`src/rtl/fsm_event_pkg.sv`:
```
// Shared event codes and output-FSM states for the sleep/wake FSM
// and its upstream event encoder.
package fsm_event_pkg;

  localparam int CODE_W = 3;

  typedef enum logic [2:0] {
    I_NONE      = 3'b000,
    I_GETTIRED  = 3'b001,
    I_LIEDOWN   = 3'b010,
    I_LIGHTSOFF = 3'b011,
    I_ALARM     = 3'b100,
    I_SUNRISE   = 3'b101,
    I_SHAKE     = 3'b110,
    I_COLDWATER = 3'b111
  } in_code_e;

  typedef enum logic [1:0] {
    O_IDLE = 2'b00,
    O_SHOW = 2'b01,
    O_GAP  = 2'b10
  } out_state_e;

  // Highest set index wins: wake codes (1xx) beat sleep codes.
  function automatic logic [2:0] hi_code(input logic [7:1] pend);
    logic [2:0] c;
    c = I_NONE;
    for (int i = 1; i <= 7; i++)
      if (pend[i]) c = 3'(i);
    return c;
  endfunction

endpackage

```
`src/rtl/event_fifo.sv`:
```
// Small synchronous FIFO holding 3-bit event codes.
// Pointers carry one extra wrap bit so full and empty differ.
module event_fifo
  import fsm_event_pkg::*;
#(
  parameter int DEPTH = 4
) (
  input  logic                     clk,
  input  logic                     reset_n,
  input  logic                     push,
  input  logic                     pop,
  input  logic [CODE_W-1:0]        din,
  output logic [CODE_W-1:0]        dout,
  output logic [$clog2(DEPTH):0]   level,
  output logic                     full,
  output logic                     empty
);

  localparam int AW = $clog2(DEPTH);

  logic [CODE_W-1:0] r_mem [DEPTH];
  logic [AW:0]       r_wptr;
  logic [AW:0]       r_rptr;
  logic              w_do_pop;
  logic              w_do_push;

  assign level     = r_wptr - r_rptr;
  assign full      = (level == (AW+1)'(DEPTH));
  assign empty     = (level == '0);
  assign w_do_pop  = pop & ~empty;
  assign w_do_push = push & (~full | w_do_pop);
  assign dout      = r_mem[r_rptr[AW-1:0]];

  always_ff @(posedge clk or negedge reset_n) begin
    if (!reset_n) begin
      r_wptr <= '0;
      r_rptr <= '0;
      for (int i = 0; i < DEPTH; i++)
        r_mem[i] <= '0;
    end else begin
      if (w_do_push) begin
        r_mem[r_wptr[AW-1:0]] <= din;
        r_wptr                <= r_wptr + (AW+1)'(1);
      end
      if (w_do_pop)
        r_rptr <= r_rptr + (AW+1)'(1);
    end
  end

endmodule

```
`src/rtl/fsm_event_encoder.sv`:
```
// Turns seven level request lines into a prioritised, queued stream
// of one-cycle event codes separated by idle gaps.
module fsm_event_encoder
  import fsm_event_pkg::*;
#(
  parameter int DEPTH = 4,
  parameter int GAP   = 1
) (
  input  logic                   clk,
  input  logic                   reset_n,
  input  logic [6:0]             raw_req,
  input  logic                   hold,
  input  logic                   clr_overflow,
  output logic [2:0]             event_code,
  output logic                   event_valid,
  output logic [$clog2(DEPTH):0] fifo_level,
  output logic                   overflow
);

  localparam int GW = (GAP > 1) ? $clog2(GAP) : 1;
  localparam logic [GW-1:0] GAP_LOAD = GW'((GAP > 0) ? GAP - 1 : 0);

  logic [6:0]    r_req_q;
  logic [7:1]    r_pend;
  logic [7:1]    w_rise;
  logic [7:1]    w_clr;
  logic [7:0]    w_onehot;
  logic [2:0]    w_win;
  logic [2:0]    w_dout;
  logic          w_push;
  logic          w_pop;
  logic          w_full;
  logic          w_empty;
  logic          w_ovf_set;
  logic          r_ovf;

  out_state_e    r_state;
  out_state_e    w_state_nxt;
  logic [GW-1:0] r_gap;
  logic [GW-1:0] w_gap_nxt;
  logic [2:0]    r_code;
  logic [2:0]    w_code_nxt;
  logic          r_valid;
  logic          w_valid_nxt;
  logic          w_ready;

  assign w_rise    = raw_req & ~r_req_q;
  assign w_win     = hi_code(r_pend);
  assign w_push    = (w_win != I_NONE) && (!w_full || w_pop);
  assign w_onehot  = 8'd1 << w_win;
  assign w_clr     = w_push ? w_onehot[7:1] : '0;
  // A re-rise on a bit leaving this cycle is a fresh event, not a loss.
  assign w_ovf_set = |(w_rise & r_pend & ~w_clr);

  always_ff @(posedge clk or negedge reset_n) begin
    if (!reset_n) begin
      r_req_q <= '0;
      r_pend  <= '0;
      r_ovf   <= 1'b0;
    end else begin
      r_req_q <= raw_req;
      r_pend  <= (r_pend & ~w_clr) | w_rise;
      if (w_ovf_set)
        r_ovf <= 1'b1;
      else if (clr_overflow)
        r_ovf <= 1'b0;
    end
  end

  event_fifo #(
    .DEPTH (DEPTH)
  ) u_fifo (
    .clk     (clk),
    .reset_n (reset_n),
    .push    (w_push),
    .pop     (w_pop),
    .din     (w_win),
    .dout    (w_dout),
    .level   (fifo_level),
    .full    (w_full),
    .empty   (w_empty)
  );

  always_ff @(posedge clk or negedge reset_n) begin
    if (!reset_n) begin
      r_state <= O_IDLE;
      r_gap   <= '0;
      r_code  <= I_NONE;
      r_valid <= 1'b0;
    end else begin
      r_state <= w_state_nxt;
      r_gap   <= w_gap_nxt;
      r_code  <= w_code_nxt;
      r_valid <= w_valid_nxt;
    end
  end

  // The last idle cycle of a presentation doubles as the pop slot.
  always_comb begin
    w_state_nxt = r_state;
    w_gap_nxt   = r_gap;
    w_code_nxt  = I_NONE;
    w_valid_nxt = 1'b0;
    w_pop       = 1'b0;
    w_ready     = 1'b0;
    case (r_state)
      O_IDLE: w_ready = 1'b1;
      O_SHOW: begin
        if (GAP > 0) begin
          w_gap_nxt   = GAP_LOAD;
          w_state_nxt = O_GAP;
        end else begin
          w_ready = 1'b1;
        end
      end
      O_GAP: begin
        if (r_gap == '0)
          w_ready = 1'b1;
        else
          w_gap_nxt = r_gap - GW'(1);
      end
      default: w_state_nxt = O_IDLE;
    endcase
    if (w_ready) begin
      if (!w_empty && !hold) begin
        w_pop       = 1'b1;
        w_code_nxt  = w_dout;
        w_valid_nxt = 1'b1;
        w_state_nxt = O_SHOW;
      end else begin
        w_state_nxt = O_IDLE;
      end
    end
  end

  assign event_code  = r_code;
  assign event_valid = r_valid;
  assign overflow    = r_ovf;

endmodule
```
`config.mk`:
```
export PLATFORM = sky130hd
export DESIGN_NAME = fsm_event_encoder
export DESIGN_NICKNAME = d
export VERILOG_FILES = /design/src/rtl/fsm_event_pkg.sv /design/src/rtl/event_fifo.sv /design/src/rtl/fsm_event_encoder.sv
export SDC_FILE = /design/constraint.sdc
export NUM_CORES = 1
export LEC_CHECK = 0
export ABC_CLOCK_PERIOD_IN_PS = 3000
export CELL_PAD_IN_SITES_DETAIL_PLACEMENT = 0
export CELL_PAD_IN_SITES_GLOBAL_PLACEMENT = 1
export CORE_MARGIN = 8
export CORE_UTILIZATION = 30
export DETAILED_ROUTE_END_ITERATION = 10
export PLACE_DENSITY_LB_ADDON = 0.1
export SYNTH_ARGS = -nofsm -noshare
export SYNTH_HDL_FRONTEND = slang
export SYNTH_HIERARCHICAL = 1
export SYNTH_SLANG_ARGS = --single-unit
```
`constraint.sdc`:
```
create_clock -name clk -period 3 [get_ports clk]
set_input_delay 0.3 -clock clk [delete_from_list [all_inputs] [get_ports clk]]
set_output_delay 0.3 -clock clk [all_outputs]
set_load 0.05 [all_outputs]
```
# --- Yosys cells after proc, flatten, opt, wreduce, memory -nomap -nowiden ---
# Index checks and enable logic that the tools add are counted.
totals:
  regBits: 40
op_classes:
  add_sub_neg: 4
  order_cmp: 3
  n_eq_ne: 4
  n_shift: 1
  n_mux: 27
  bitwise_logic: 14
  n_reduce_logical: 14
ops:
  columns: ["op", "n"]
  rows:
  - ["$and A7 B7 Y7", 4]
  - ["$mux W3", 9]
  - ["$not A7 Y7", 2]
  - ["$bwmux W12", 1]
  - ["$mux W1", 8]
  - ["$shl A1 B3 Y8 const A", 1]
  - ["$mux W7", 1]
  - ["$or A7 B7 Y7", 1]
  - ["$reduce_or A7 Y1", 1]
  - ["$add A3 B1 Y3 const B", 2]
  - ["$bmux W3 S2", 1]
  - ["$demux W3 S2", 1]
  - ["$ge A3 B3 Y1 const B", 2]
  - ["$mux W2", 3]
  - ["$not A2 Y3", 2]
  - ["$pmux W1 S2", 2]
  - ["$pmux W2 S2", 1]
  - ["$reduce_bool A2 Y1", 2]
  - ["$eq A3 B3 Y1 const B", 1]
  - ["$logic_and A1 B1 Y1", 3]
  - ["$logic_not A1 Y1", 3]
  - ["$logic_not A3 Y1", 1]
  - ["$lt A3 B1 Y1 const B", 1]
  - ["$reduce_bool A3 Y1", 1]
  - ["other kinds (11)", 13]

# --- Logic depth before layout (Yosys ltp) ---
# Gate-level depths: netlist of the first run.
depth:
  depth_word: 14
  mapped_depth: 10
  mapped_depth_nobuf: 10

# --- Modules after synthesis ---
# Netlist of the first run, hierarchy kept.
modules_own_cells:
  columns: ["mod", "instances", "cells_per_inst", "area_per_inst_um2", "seq_area_each_um2"]
  rows:
  - ["event_fifo", 1, 69, 996.0, 450.4]
  - ["fsm_event_encoder", 1, 76, 829.5, 475.5]

# --- Least setup slack after synthesis of the first run ---
# Ideal clock, no wire load.
synth_timing:
  kind: "reg-to-reg"
  start: "register u_fifo.r_rptr[0]"
  end: "register u_fifo/r_mem[0] (netlist bit)"
  arrival_ns: 3.003
  required_time_ns: 2.875
  slack_ns: -0.127
  path_stages_with_launch: 9
  synth_period_minus_slack_ns: 3.127
  path_cell_list: "dfrtp_1 > ha_1 > fa_1 > xor3_4 > nor2_1 > nor3_1 > and3b_1 > a21oi_4 > mux2_2"
synth_via:
  elab_chain_cells: 9
synth_lines:
  columns: ["item", "line_no", "text"]
  rows:
  - ["start, declared", "event_fifo.sv:23", "logic [AW:0] r_rptr;"]
  - ["start signal, assigned", "event_fifo.sv:46", "r_rptr <= r_rptr + (AW+1)'(1);"]
  - ["$sub A3 B3 Y3 (*)", "event_fifo.sv:27", "assign level = r_wptr - r_rptr;"]
  - ["via fifo_level[2]", "fsm_event_encoder.sv:16", "output logic [$clog2(DEPTH):0] fifo_level,"]
  - ["$logic_not A3 Y1 (*)", "event_fifo.sv:29", "assign empty = (level == '0);"]
  - ["via w_empty", "fsm_event_encoder.sv:33", "logic w_empty;"]
  - ["$logic_not A1 Y1 (*)", "fsm_event_encoder.sv:125", "if (!w_empty && !hold) begin"]
  - ["$logic_and A1 B1 Y1 (*)", "fsm_event_encoder.sv:125", null]
  - ["$mux W1 (*)", "fsm_event_encoder.sv:125", null]
  - ["$mux W1 (*)", "fsm_event_encoder.sv:124", "if (w_ready) begin"]
  - ["via w_pop", "fsm_event_encoder.sv:31", "logic w_pop;"]
  - ["$and A1 B1 Y1 or $logic_or A1 B1 Y1 (tied branches)", "event_fifo.sv:30, fsm_event_encoder.sv:49", null]
  - ["$or A1 B1 Y1 or $logic_and A1 B1 Y1 (tied branches)", "event_fifo.sv:31, fsm_event_encoder.sv:49", null]
  - ["$and A1 B1 Y1 (*)", "event_fifo.sv:31", "assign w_do_push = push & (~full | w_do_pop);"]
  - ["end signal, assigned by index", "event_fifo.sv:42", "r_mem[r_wptr[AW-1:0]] <= din;"]
  - ["end, declared", "event_fifo.sv:21", "logic [CODE_W-1:0] r_mem [DEPTH];"]
# Mark *: on every way through the listed nets, which the timed path passes. The rest lies on a longest branch.
# A chain may end at the register's enable or synchronous reset.

# --- Worst setup path in the final report of the first run ---
layout_timing:
  start: "register u_fifo.r_wptr[0]"
  end: "register r_ovf, in the netlist overflow"
layout_rtl:
  columns: ["item", "line_no", "text"]
  rows:
  - ["start, declared", "event_fifo.sv:22", "logic [AW:0] r_wptr;"]
  - ["start signal, assigned", "event_fifo.sv:43", "r_wptr <= r_wptr + (AW+1)'(1);"]
  - ["$sub A3 B3 Y3 (*)", "event_fifo.sv:27", null]
  - ["$eq A3 B3 Y1 (*)", "event_fifo.sv:28", "assign full = (level == (AW+1)'(DEPTH));"]
  - ["via w_full", "fsm_event_encoder.sv:32", "logic w_full;"]
  - ["$logic_not A1 Y1 (*)", "fsm_event_encoder.sv:49", "assign w_push = (w_win != I_NONE) && (!w_full || w_pop);"]
  - ["$logic_or A1 B1 Y1 (*)", "fsm_event_encoder.sv:49", null]
  - ["$logic_and A1 B1 Y1 (*)", "fsm_event_encoder.sv:49", null]
  - ["$mux W7 (*)", "fsm_event_encoder.sv:51", "assign w_clr = w_push ? w_onehot[7:1] : '0;"]
  - ["$not A7 Y7 (*)", "fsm_event_encoder.sv:53", "assign w_ovf_set = |(w_rise & r_pend & ~w_clr);"]
  - ["$and A7 B7 Y7 (*)", "fsm_event_encoder.sv:53", null]
  - ["$reduce_or A7 Y1 (*)", "fsm_event_encoder.sv:53", null]
  - ["$mux W1 or $reduce_bool A2 Y1 (tied branches)", null, null]
  - ["end signal, assigned", "fsm_event_encoder.sv:59", "r_ovf <= 1'b0;"]
  - ["end signal, assigned", "fsm_event_encoder.sv:64", "r_ovf <= 1'b1;"]
  - ["end signal, assigned", "fsm_event_encoder.sv:66", "r_ovf <= 1'b0;"]
  - ["end, declared", "fsm_event_encoder.sv:35", "logic r_ovf;"]
# Marks and branches as above.

==> metrics.cfg, run 1 <==
[status]
outcome=complete, no violations

[worst_setup_path]
end_kind=register
r2r_slack_ps=180
worstPathArrival_ps=2980
path_max_fanout=7
reg2reg_from=u_fifo/r_wptr[0]
worstSetupEndpoint=overflow
worstSetupStartpointType=register
cp.required_ps=3160
timing.rr.end=overflow
path_class=register to register
critical_path.startpoint=u_fifo/r_wptr[0]
reg2regPathDepth=11

[grt]
grt_max_degree=38
antenna_found_initial=0
grt.total_usage_pct=9.29
grt_pass1_vias=1265
grt_pass1_wl_um=6350
grt-ovfl-total=0

[logic_synthesis]
synth_top_area_cell=dfrtp_1
synth_edf_count=0
synth.avg_cell_area_um2=12.6
synth_cells=145
synthTopCellsByArea=dfrtp_1 51%, mux2_2 8.6%, ha_1 4.1%, mux4_2 3.7%, a21oi_4 3.6%
yosys_warnings=6
ys_seq_area_share_pct=50.7
netlist.area_leader.share_pct=50.7
synth-seq-cells=37
synth_cell_types=42
ys_async_sr_fraction_pct=100
syn_nets=163
netlist_area_um2=1830
yosysMostFrequentCell=dfrtp_1
synthFlopType=dfrtp_1
synth_common_cells=37 x dfrtp_1, 14 x mux2_2, 12 x inv_1, 10 x nand2_1, 7 x nor2_1

[detailed_routing]
drc=0
avgViaCountPerCell=4.75
routed_wl_um=3640
vias=1177
drt-pass1-iter-count=4
drt_iter0_drc=17
ant_nets=0
wire_per_inst_um=14.7

[floorplanning]
io_pins=19
core_area_um2=5890
fp.dieW_um=94.0
start_util_pct=31.0
die_y_um=94.0
num_rows=28
dieArea_um2=8840

[cts]
cts_tree=yes
cts_buffers=5
cts_max_path_buffers=2
cts_max_level=2
ctsHoldBuffers=0
clk_pin_slew_ps=80
cts-root-buf=clkbuf_8
cts.sinks=37
clk_latency_ps=290

[timing]
clock_skew_ps=4.28
finalCritPeriodShare_pct=94.0
rsz0062_at_grt=false
tns_ps=0
slew_viol_final=0
finalCriticalPeriod_ps=2820
setup_viol=0
max_freq_mhz=355
relSlewSlack_pct=44.4
hold_violations=0
tightestPinTransition_ps=835
holdWs_ps=98.9

[placed_design]
io_buffer_count=18
dp.cells=240
gp_congestion=0.745
dp_hpwl_um=2800

[finish]
area_growth_pct=22.4
stdcell_count=248
fill_cells=569
nNetsFinal=190
drive_above_1_share_pct=26.0
antenna_cells=0

[run]
maxCapViolCount=0

[worst_hold_path]
hold_class=input pin to async pin

==> cell type report <==
class / instances / area [µm²] / area share, %
Multi-Input combinational cell: 93 / 840 / 37.6
Clock inverter: 2 / 37.5 / 1.68
Tap cell: 75 / 93.8 / 4.20
Sequential cell: 37 / 926 / 41.4
Clock buffer: 6 / 82.6 / 3.70
Inverter: 12 / 45.0 / 2.02
Timing Repair Buffer: 23 / 210 / 9.41
==> flip-flops by register name (all words and copies together), names as in the netlist <==
register,cells
r_state,1
r_req_q,7
event_code,3
r_pend,7
u_fifo/r_rptr,3
overflow,1
u_fifo/r_mem,12
u_fifo/r_wptr,3
==> logic make-up (layout without fill, tap and decap cells) <==
group | after synthesis | after routing | share of synthesized area [%]
buffers and inverters | 15 | 43 | 3.77
AOI/OAI and AO/OA | 29 | 29 | 14.1
and+or+nand+nor | 35 | 35 | 10.5
xor gates and xnor gates | 5 | 5 | 3.43
DFF | 37 | 37 | 50.7
adders and majority gates | 7 | 7 | 5.21
muxes | 17 | 17 | 12.3
==> worst max-delay path, cell delays in order (launching register included) <==
cell and delay, ps:
dfrtp_1 380, inv_1 110, ha_1 220, fa_1 420, xor3_4 370, and3_1 220
o31a_4 120, buf_4 160, o41ai_1 340, nor2_1 80, a21oi_1 170, nand4_1 100
==> per-layer routing <==
layer  global-route usage (%)  wire, µm  part of all wire, %  vias up
li1                         -         -                    -      566
met1                     10.5      1520                   42      585
met2                     16.0      1920                   53       22
met3                     2.88       163                  4.5        4
met4                     3.57        40                  1.1        0
met5                        0         0                    0        -
==> layout by cell type (no fill, tap or decap), types with 2 or more instances in the layout <==
cell type and count:
a21oi_1 3, a21oi_4 4, a32o_1 2, and2_1 3
buf_4 6, clkbuf_8 6, clkdlybuf4s50_1 16, dfrtp_1 37
ha_1 6, inv_1 12, mux2_2 14, mux4_2 3
nand2_1 10, nand2b_1 3, nor2_1 7, nor2b_1 2
nor3_2 2, o21ai_0 4, o21bai_1 2, o31ai_1 3
xnor2_1 3
==> per-stage QoR <==
step	worst slack [ps]	utilization (%)	area [µm²]
5_1_grt	3.35	38.0	2230
2_1_floorplan	0.739	-	1830
3_5_place_dp	100	35.9	2110
4_1_cts	71.4	37.9	2230
6_report	179	38.0	2230
3_3_place_gp	194	35.9	2110
==> worst min-delay path by stage <==
stage                    start            end  cells after the start
detailed placement  r_req_q[0]      r_pend[1]                      1
floorplan              reset_n  event_code[0]                      0
global placement    r_req_q[0]      r_pend[1]                      1
finish                 reset_n     r_state[0]                      1
CTS                    reset_n     r_state[0]                      1
global route           reset_n     r_state[0]                      1
==> what timing repair did <==
item	4_1_cts	5_1_grt
buffers inserted	0	0
endpoints found under the setup margin	0	13
gates resized for setup	0	1
Power of run 1 is not shown: default switching activity piles up to over one toggle a cycle in this logic, so the estimate is an artifact.
==> inputs of run 2 (changes only) <==
- CTS_CLUSTER_SIZE: unset -> 25
- MAX_ROUTING_LAYER: unset -> met4
==> metrics.cfg, run 2 (synthesized netlist as in run 1, its figures left out) <==
[placed_design]
dp_hpwl_um=2800  ; unchanged
io_buffer_count=18  ; unchanged
gp_congestion=0.755  ; +1.3%

[detailed_routing]
drt-pass1-iter-count=4  ; unchanged
routed_wl_um=3620  ; -0.49%
ant_nets=0  ; unchanged
drc=0  ; unchanged
avgViaCountPerCell=4.74  ; about the same
vias=1176  ; -0.085%
drt_iter0_drc=24  ; +7
wire_per_inst_um=14.6  ; -0.49%

[finish]
antenna_cells=0  ; unchanged
largest_register=u_fifo/r_mem
largest_register_ff_count=12  ; unchanged
drive_above_1_share_pct=26.0  ; unchanged
nNetsFinal=190  ; unchanged
final_common_cell=dfrtp_1
reg_top3=u_fifo/r_mem x12, r_pend x7, r_req_q x7
layout_common_cells=37 x dfrtp_1, 16 x clkdlybuf4s50_1, 14 x mux2_2, 12 x inv_1, 10 x nand2_1
area_growth_pct=22.4  ; unchanged

[cts]
clk_pin_slew_ps=80  ; about the same
cts.sinks=37  ; unchanged
cts-root-buf=clkbuf_8
cts_max_level=2  ; unchanged
clk_latency_ps=290  ; about the same
cts_setup_buffers=0  ; unchanged
cts_tree=yes
cts_max_path_buffers=2  ; unchanged
cts_buffers=5  ; unchanged
ctsHoldBuffers=0  ; unchanged

[worst_setup_path]
worstSetupEndpoint=overflow
worstPathArrival_ps=2970  ; about the same
critical_path.startpoint=u_fifo/r_wptr[0]
r2r_slack_ps=190  ; about the same
reg2reg_from=u_fifo/r_wptr[0]
reg2regPathDepth=11  ; unchanged
timing.rr.end=overflow
cp.required_ps=3160  ; about the same
path_class=register to register
worstSetupStartpointType=register
path_max_fanout=7  ; unchanged
end_kind=register

[worst_hold_path]
hold_class=input pin to async pin

[grt]
antenna_found_initial=0  ; unchanged
grt.total_usage_pct=9.58  ; +0.29 points
grt_pass1_wl_um=6350  ; unchanged
grt_pass1_vias=1267  ; +0.16%
grt_max_degree=38  ; unchanged
grt-ovfl-total=0  ; unchanged

[floorplanning]
core_area_um2=5890  ; unchanged
fp.dieW_um=94.0  ; unchanged
io_pins=19  ; unchanged
num_rows=28  ; unchanged
start_util_pct=31.0  ; unchanged
die_y_um=94.0  ; unchanged
dieArea_um2=8840  ; unchanged

[timing]
holdWs_ps=99.4  ; +0.442 ps
tightestPinTransition_ps=832  ; -2.31 ps
hold_violations=0  ; unchanged
rsz0062_at_grt=false
clock_skew_ps=4.48  ; +0.205 ps
slew_viol_final=0  ; unchanged
max_freq_mhz=356  ; +0.35%
finalCritPeriodShare_pct=93.7  ; -0.33 points
finalCriticalPeriod_ps=2810  ; -9.89 ps
relSlewSlack_pct=44.5  ; +0.15 points
setup_viol=0  ; unchanged
tns_ps=0  ; unchanged

[status]
outcome=complete, no violations

[run]
maxCapViolCount=0  ; unchanged

run 2: cell counts in the layout (fill, tap and decap cells not counted):
No cell type changed its count.
run 2: metrics by stage:
step	instance area (µm²)	cells	util (%)	setup WS, ps
floorplan	1830	145	-	0.739
global placement	2110	240	35.9	194
detailed placement	2110	240	35.9	100
CTS	2230	248	37.9	71.4
global route	2230	248	38.0	3.47
finish	2230	248	38.0	189
run 2: metal layers:
| layer | wire length (µm) | track usage [%] |
|---|---|---|
| met5 | 0 | - |
| met4 | 42 | 3.57 |
| met3 | 153 | 2.88 |
| met2 | 1940 | 15.9 |
| met1 | 1490 | 10.6 |
run 2: how the worst min path moves through the flow:
| stage | slack [ps] | end |
|---|---|---|
| after floorplan | 4 | event_code[0] |
| after global placement | 420 | r_pend[1] |
| after detailed placement | 430 | r_pend[1] |
| after CTS | 140 | r_state[0] |
| after global routing | 170 | r_state[0] |
| final | 100 | r_state[0] |
run 2: what timing repair did:
| item | in CTS | in global routing |
|---|---|---|
| gates resized for setup | 0 | 1 |
| endpoints found under the hold margin | 0 | 0 |
| endpoints found under the setup margin | 0 | 13 |
run 2: critical path, cell delays in order (launching register included):
cell and delay (ps):
dfrtp_1 380, inv_1 110, ha_1 220, fa_1 420
xor3_4 370, and3_1 220, o31a_4 120, buf_4 160
o41ai_1 340, nor2_1 80, a21oi_1 160, nand4_1 100
run 2: area by class of cell:
class	count	area [µm²]
Inverter	12	45.0
Timing Repair Buffer	23	210
Multi-Input combinational cell	93	840
Tap cell	75	93.8
Clock inverter	2	37.5
Clock buffer	6	82.6
Fill cell	569	3650
Sequential cell	37	926
Power of run 2 is left out for the same reason.
